===== src/rtl/conv_encoder_pkg.sv =====
// Shared code constants for the rate-1/2 zero-tail convolutional encoder.
// Holds constraint length, generators, tail length, frame length helper and FSM states.
// No logic; imported by the encoder top and its shift-register core.
package conv_code_pkg;

   localparam int K = 3;
   localparam logic [K-1:0] G0 = 3'b111;
   localparam logic [K-1:0] G1 = 3'b101;
   localparam int TAIL_LEN = K - 1;

   // Two coded bits per step; the tail steps flush the encoder back to state zero.
   function automatic int code_len(input int info_len);
      return 2 * (info_len + TAIL_LEN);
   endfunction

   typedef enum logic [1:0] {
      IDLE,
      LOAD,
      EMIT
   } state_t;

endpackage


===== src/rtl/conv_enc_core.sv =====
// Encoder shift register and parity taps for one rate-1/2 step.
// Coded bit is combinational from u and sr; sr advances on the odd phase of a step.
// No handshake: the caller qualifies every step with step/phase.
module conv_enc_core
   import conv_code_pkg::*;
(
   input  logic clk,
   input  logic rst,
   input  logic clr,
   input  logic step,
   input  logic phase,
   input  logic u,
   output logic coded
);

   logic [K-2:0] sr;
   logic [K-1:0] win;

   assign win = {u, sr};

   // Parity of the tapped window: G0 on the even phase, G1 on the odd phase.
   assign coded = phase ? ^(G1 & win) : ^(G0 & win);

   // Shift the current input into the state once both coded bits of the step have been produced.
   always_ff @(posedge clk or posedge rst) begin
      if (rst) begin
         sr <= '0;
      end else if (clr) begin
         sr <= '0;
      end else if (step && phase) begin
         sr <= win[K-1:1];
      end
   end

endmodule


===== src/rtl/conv_encoder.sv =====
// Rate-1/2 zero-tail convolutional encoder: buffers INFO_LEN info bits, then emits CODE_LEN coded bits.
// First coded bit is launched on the edge after the last info bit is accepted; one bit per clock after that.
// ready_o is low for the whole emission so the output frame is never stalled or interrupted.
module conv_encoder
   import conv_code_pkg::*;
#(
   parameter int INFO_LEN = 6
) (
   input  logic clk,
   input  logic rst,
   input  logic data_i,
   input  logic valid_i,
   output logic ready_o,
   output logic data_o,
   output logic valid_o,
   output logic sof_o
);

   localparam int CODE_LEN = code_len(INFO_LEN);
   localparam int CW = (INFO_LEN > 1) ? $clog2(INFO_LEN) : 1;
   localparam int JW = $clog2(CODE_LEN);
   localparam logic [CW-1:0] CNT_LAST = CW'(INFO_LEN - 1);
   localparam logic [JW-1:0] J_LAST = JW'(CODE_LEN - 1);

   state_t state, state_d;
   logic [INFO_LEN-1:0] info_buf;
   logic [CW-1:0] cnt;
   logic [JW-1:0] j;
   logic [JW-2:0] step_idx;
   logic accept;
   logic u;
   logic coded;

   assign accept = (state == LOAD) && valid_i && ready_o;
   assign step_idx = j[JW-1:1];

   // Info bit for the current step; tail steps beyond the buffer feed zeros.
   always_comb begin
      u = 1'b0;
      for (int k = 0; k < INFO_LEN; k++) begin
         if (step_idx == k[JW-2:0]) begin
            u = info_buf[k];
         end
      end
   end

   // Next-state logic: load a full frame, emit it, return to loading.
   always_comb begin
      state_d = state;
      case (state)
         IDLE: state_d = LOAD;
         LOAD: if (accept && cnt == CNT_LAST) state_d = EMIT;
         EMIT: if (j == J_LAST) state_d = LOAD;
         default: state_d = IDLE;
      endcase
   end

   // State register, info buffer, counters and registered ready.
   always_ff @(posedge clk or posedge rst) begin
      if (rst) begin
         state    <= IDLE;
         info_buf <= '0;
         cnt      <= '0;
         j        <= '0;
         ready_o  <= 1'b0;
      end else begin
         state   <= state_d;
         ready_o <= (state_d == LOAD);
         if (accept) begin
            info_buf[cnt] <= data_i;
            cnt <= (cnt == CNT_LAST) ? '0 : cnt + 1'b1;
         end
         if (state == EMIT) begin
            j <= (j == J_LAST) ? '0 : j + 1'b1;
         end
      end
   end

   // Registered coded output; forced to zero outside emission.
   always_ff @(posedge clk or posedge rst) begin
      if (rst) begin
         data_o  <= 1'b0;
         valid_o <= 1'b0;
         sof_o   <= 1'b0;
      end else if (state == EMIT) begin
         data_o  <= coded;
         valid_o <= 1'b1;
         sof_o   <= (j == '0);
      end else begin
         data_o  <= 1'b0;
         valid_o <= 1'b0;
         sof_o   <= 1'b0;
      end
   end

   conv_enc_core u_core (
      .clk   (clk),
      .rst   (rst),
      .clr   (state != EMIT),
      .step  (state == EMIT),
      .phase (j[0]),
      .u     (u),
      .coded (coded)
   );

endmodule

===== config.mk =====
export PLATFORM = sky130hd
export DESIGN_NAME = conv_encoder
export DESIGN_NICKNAME = d
export VERILOG_FILES = /design/src/rtl/conv_encoder_pkg.sv /design/src/rtl/conv_enc_core.sv /design/src/rtl/conv_encoder.sv
export SDC_FILE = /design/constraint.sdc
export NUM_CORES = 1
export LEC_CHECK = 0
export CAP_MARGIN = 20
export CORE_AREA = 8 8 51 53
export CTS_CLUSTER_SIZE = 40
export DETAILED_ROUTE_END_ITERATION = 6
export DIE_AREA = 0 0 59 61
export GPL_ROUTABILITY_DRIVEN = 1
export PLACE_DENSITY = 0.74
export SLEW_MARGIN = 20
export SYNTH_ARGS = -nofsm -noshare
export SYNTH_HDL_FRONTEND = slang
export SYNTH_SLANG_ARGS = --single-unit

===== constraint.sdc =====
create_clock -name clk -period 5 [get_ports clk]
set_input_delay 1 -clock clk [delete_from_list [all_inputs] [get_ports clk]]
set_output_delay 1 -clock clk [all_outputs]
set_load 0.01 [all_outputs]

==> run metrics <==
number of I/O pins=8; pin slew with the least headroom to its limit=about 760 ps; count of vias placed by the detailed router=~620; clock sink count=21; required time worst endpoint=about 5200 ps; Post-Place Worst Slack=roughly 2200 ps; CP Class=input port to register; number of setup violations in the final report=0; post-layout worst setup margin=between 2000 and 3000 ps; leakage power figure=0.475 nW; startpoint of the most critical hold path=info_buf[3]; Syn Area/Cell=~12 um^2; Initial DRT Pass Iterations=4; post-synthesis instance total=between 80 and 90; worst hold path cell count=1; count of endpoints failing hold in the final timing report=0; Hold Slack=slightly above 500 ps; placed wire-length estimate after detailed placement=1260 um; unrepaired setup endpoints after global routing=no; share of final-layout standard cells stronger than drive strength 1=0.140; Worst Skew=2.71 ps; routed wire length per instance=13.7 um; worst-skew pair later-pin latency=300 ps; maximum achievable frequency=just over 400 MHz; status=finished, final reports clean; die area=between 3000 and 4000 um^2; number of global-route vias before repair=just over 600; Tot Pwr=between 0.4 and 0.5 mW; largest vdd supply drop=between 0.3 and 0.4 mV; final layout net count=100; Total GRT Usage=0.104; antenna diode count=0; largest net degree at the start of global routing=22; initial core utilization=0.526; final weighted congestion of routability-driven global placement=between 0.7 and 0.8; clock buffers created by TritonCTS=3; area of the mapped netlist=968 um^2; number of nets with antenna violations after detailed routing=0; crit end category=register; DRC violations left=0; chip height=around 61 um; Via-to-Cell Ratio=~5.2; CP Data Arrival Time=2670 ps; Crit Reg-Reg Startpoint=state[1]; synthesis-to-layout area growth=12.9%; buffers added on ports=7; starting DRC count in detailed routing=3; CTS Root Buffer Type=sky130_fd_sc_hd__clkbuf_4; Longest Clk Path Bufs=2; post-route setup TNS=0 ps; post-synthesis cell type count=30; core region area=roughly 1800 um^2; Critical Path Fanout Max=5; synthesized netlist net count=90; total length of routed wires=about 1600 um; CTS Hold Bufs=0; final critical-path required period=approximately 2500 ps; global-route wire length before repair=around 2800 um; total power divided by cell area=about 420 nW/um^2; Max transition margin=0.492; sequential cell area fraction in the yosys report=0.543; Slew Viols, Final=0; cts repair resizes=0; depth of the worst register-to-register path=4; reported max-cap violation count=0; fraction of the cycle the final worst path needs=0.495; aggregate global routing overflow=0; clock transition at the registers of the reported paths=approximately 120 ps; CTS tree=yes; number of buffers inserted to repair setup after CTS=0; critical path startpoint category=input port; min-delay worst type=register to register; horizontal die dimension=between 50 and 60 um; number of antenna violations at the first check in global routing=0; Synth Register Bits=21; critical path startpoint=valid_i; Yosys Warn Count=0; number of levels in the clock H-tree=1; Site Rows=16
## cells by family after synthesis
| family | count (synthesis) | share of synthesized area |
|---|---|---|
| simple gates | 27 | 0.178 |
| flops | 21 | 0.543 |
| compound gates | 16 | 0.103 |
| mux | 8 | 0.0943 |
| buf+inv | 7 | 0.0284 |
| xor+xnor | 3 | 0.0271 |
| fa+ha+maj | 2 | 0.0258 |
## per-stage QoR
| stage | utilization | cells | cell area (um^2) |
|---|---|---|---|
| after floorplan | - | 84 | 968 |
| after global placement | 0.577 | 116 | 1060 |
| after detailed placement | 0.577 | 116 | 1060 |
| after CTS | 0.594 | 120 | 1090 |
| after global routing | 0.594 | 120 | 1090 |
| final | 0.594 | 120 | 1090 |
## layout make-up
| class | count | area [um^2] |
|---|---|---|
| repair buffers | 7 | 70.1 |
| fillers | 164 | 748 |
| well taps | 27 | 33.8 |
| flip-flops and latches | 21 | 526 |
| clock buffers | 3 | 22.5 |
| multi-input cells | 56 | 415 |
| clock inverters | 1 | 7.51 |
| inverters | 5 | 18.8 |
## report_power, final
group / switching (mW) / internal [mW]
Clock: 0.0520 / 0.0304
Sequential: 0.0436 / 0.214
Combinational: 0.0476 / 0.0729
Total: 0.143 / 0.317
## final timing paths
kind / slack (ps) / to
worst max-delay path: 2530 / info_buf[5]
worst min-delay path: 520 / info_buf[3]
worst max register to register: 3260 / info_buf[5]
worst min register to register: 520 / info_buf[3]
max in group asynchronous: 3400 / sof_o
min in group asynchronous: 1120 / u_core.sr[0]
## Yosys cell counts (all sizes together)
| library cell | n | area share |
|---|---|---|
| a211oi | 1 | 0.0078 |
| a21oi | 3 | 0.015 |
| nor3 | 4 | 0.021 |
| nor3b | 1 | 0.0078 |
| and2 | 2 | 0.013 |
| or2 | 1 | 0.0090 |
| or3b | 1 | 0.012 |
| nand3 | 1 | 0.0052 |
| mux2 | 6 | 0.074 |
| a21boi | 1 | 0.0078 |
| a21o | 2 | 0.015 |
| ha | 2 | 0.026 |
| nand4b | 1 | 0.025 |
| nor2 | 1 | 0.0039 |
| o211ai | 1 | 0.0078 |
| inv | 5 | 0.019 |
| o21ai | 6 | 0.031 |
| buf | 1 | 0.0052 |
| mux2i | 2 | 0.021 |
| o211a | 1 | 0.010 |
| nor4 | 1 | 0.0065 |
| nand2b | 2 | 0.013 |
| xnor2 | 3 | 0.027 |
| nand2 | 9 | 0.035 |
| dfrtp | 21 | 0.54 |
| clkbuf | 1 | 0.0039 |
| nor4b | 2 | 0.018 |
| or4b | 1 | 0.010 |
| o31ai | 1 | 0.0078 |
## state kept, by name (all words and copies together) (netlist names)
register	cells
cnt	3
data_o	1
info_buf	6
j	4
ready_o	1
sof_o	1
state	2
u_core.sr	2
valid_o	1
## worst max-delay path: stages
cell                              delay (ps)
sky130_fd_sc_hd__clkdlybuf4s50_1         520
sky130_fd_sc_hd__nand4b_4                160
sky130_fd_sc_hd__or2_4                   280
sky130_fd_sc_hd__or3b_4                  420
sky130_fd_sc_hd__mux2_4                  300
## cells in the final DEF, fill, tap and decap left out, drive strengths merged, types with 2 or more instances in the layout
cell            n
nor4b           2
inv             5
nor3            4
clkbuf          3
nand2           9
clkdlybuf4s50   7
o21ai           6
a21o            2
a21oi           3
xnor2           3
mux2i           2
mux2            6
ha              2
nand2b          2
dfrtp          21
and2            2
## layer usage
metal / part of all wire / track usage
met1: 0.45 / 0.114
met2: 0.50 / 0.184
met3: 0.048 / 0.0254
met4: 0.0073 / 0.0512
met5: 0 / 0
Note: power is estimated with default switching activity, not from simulation.
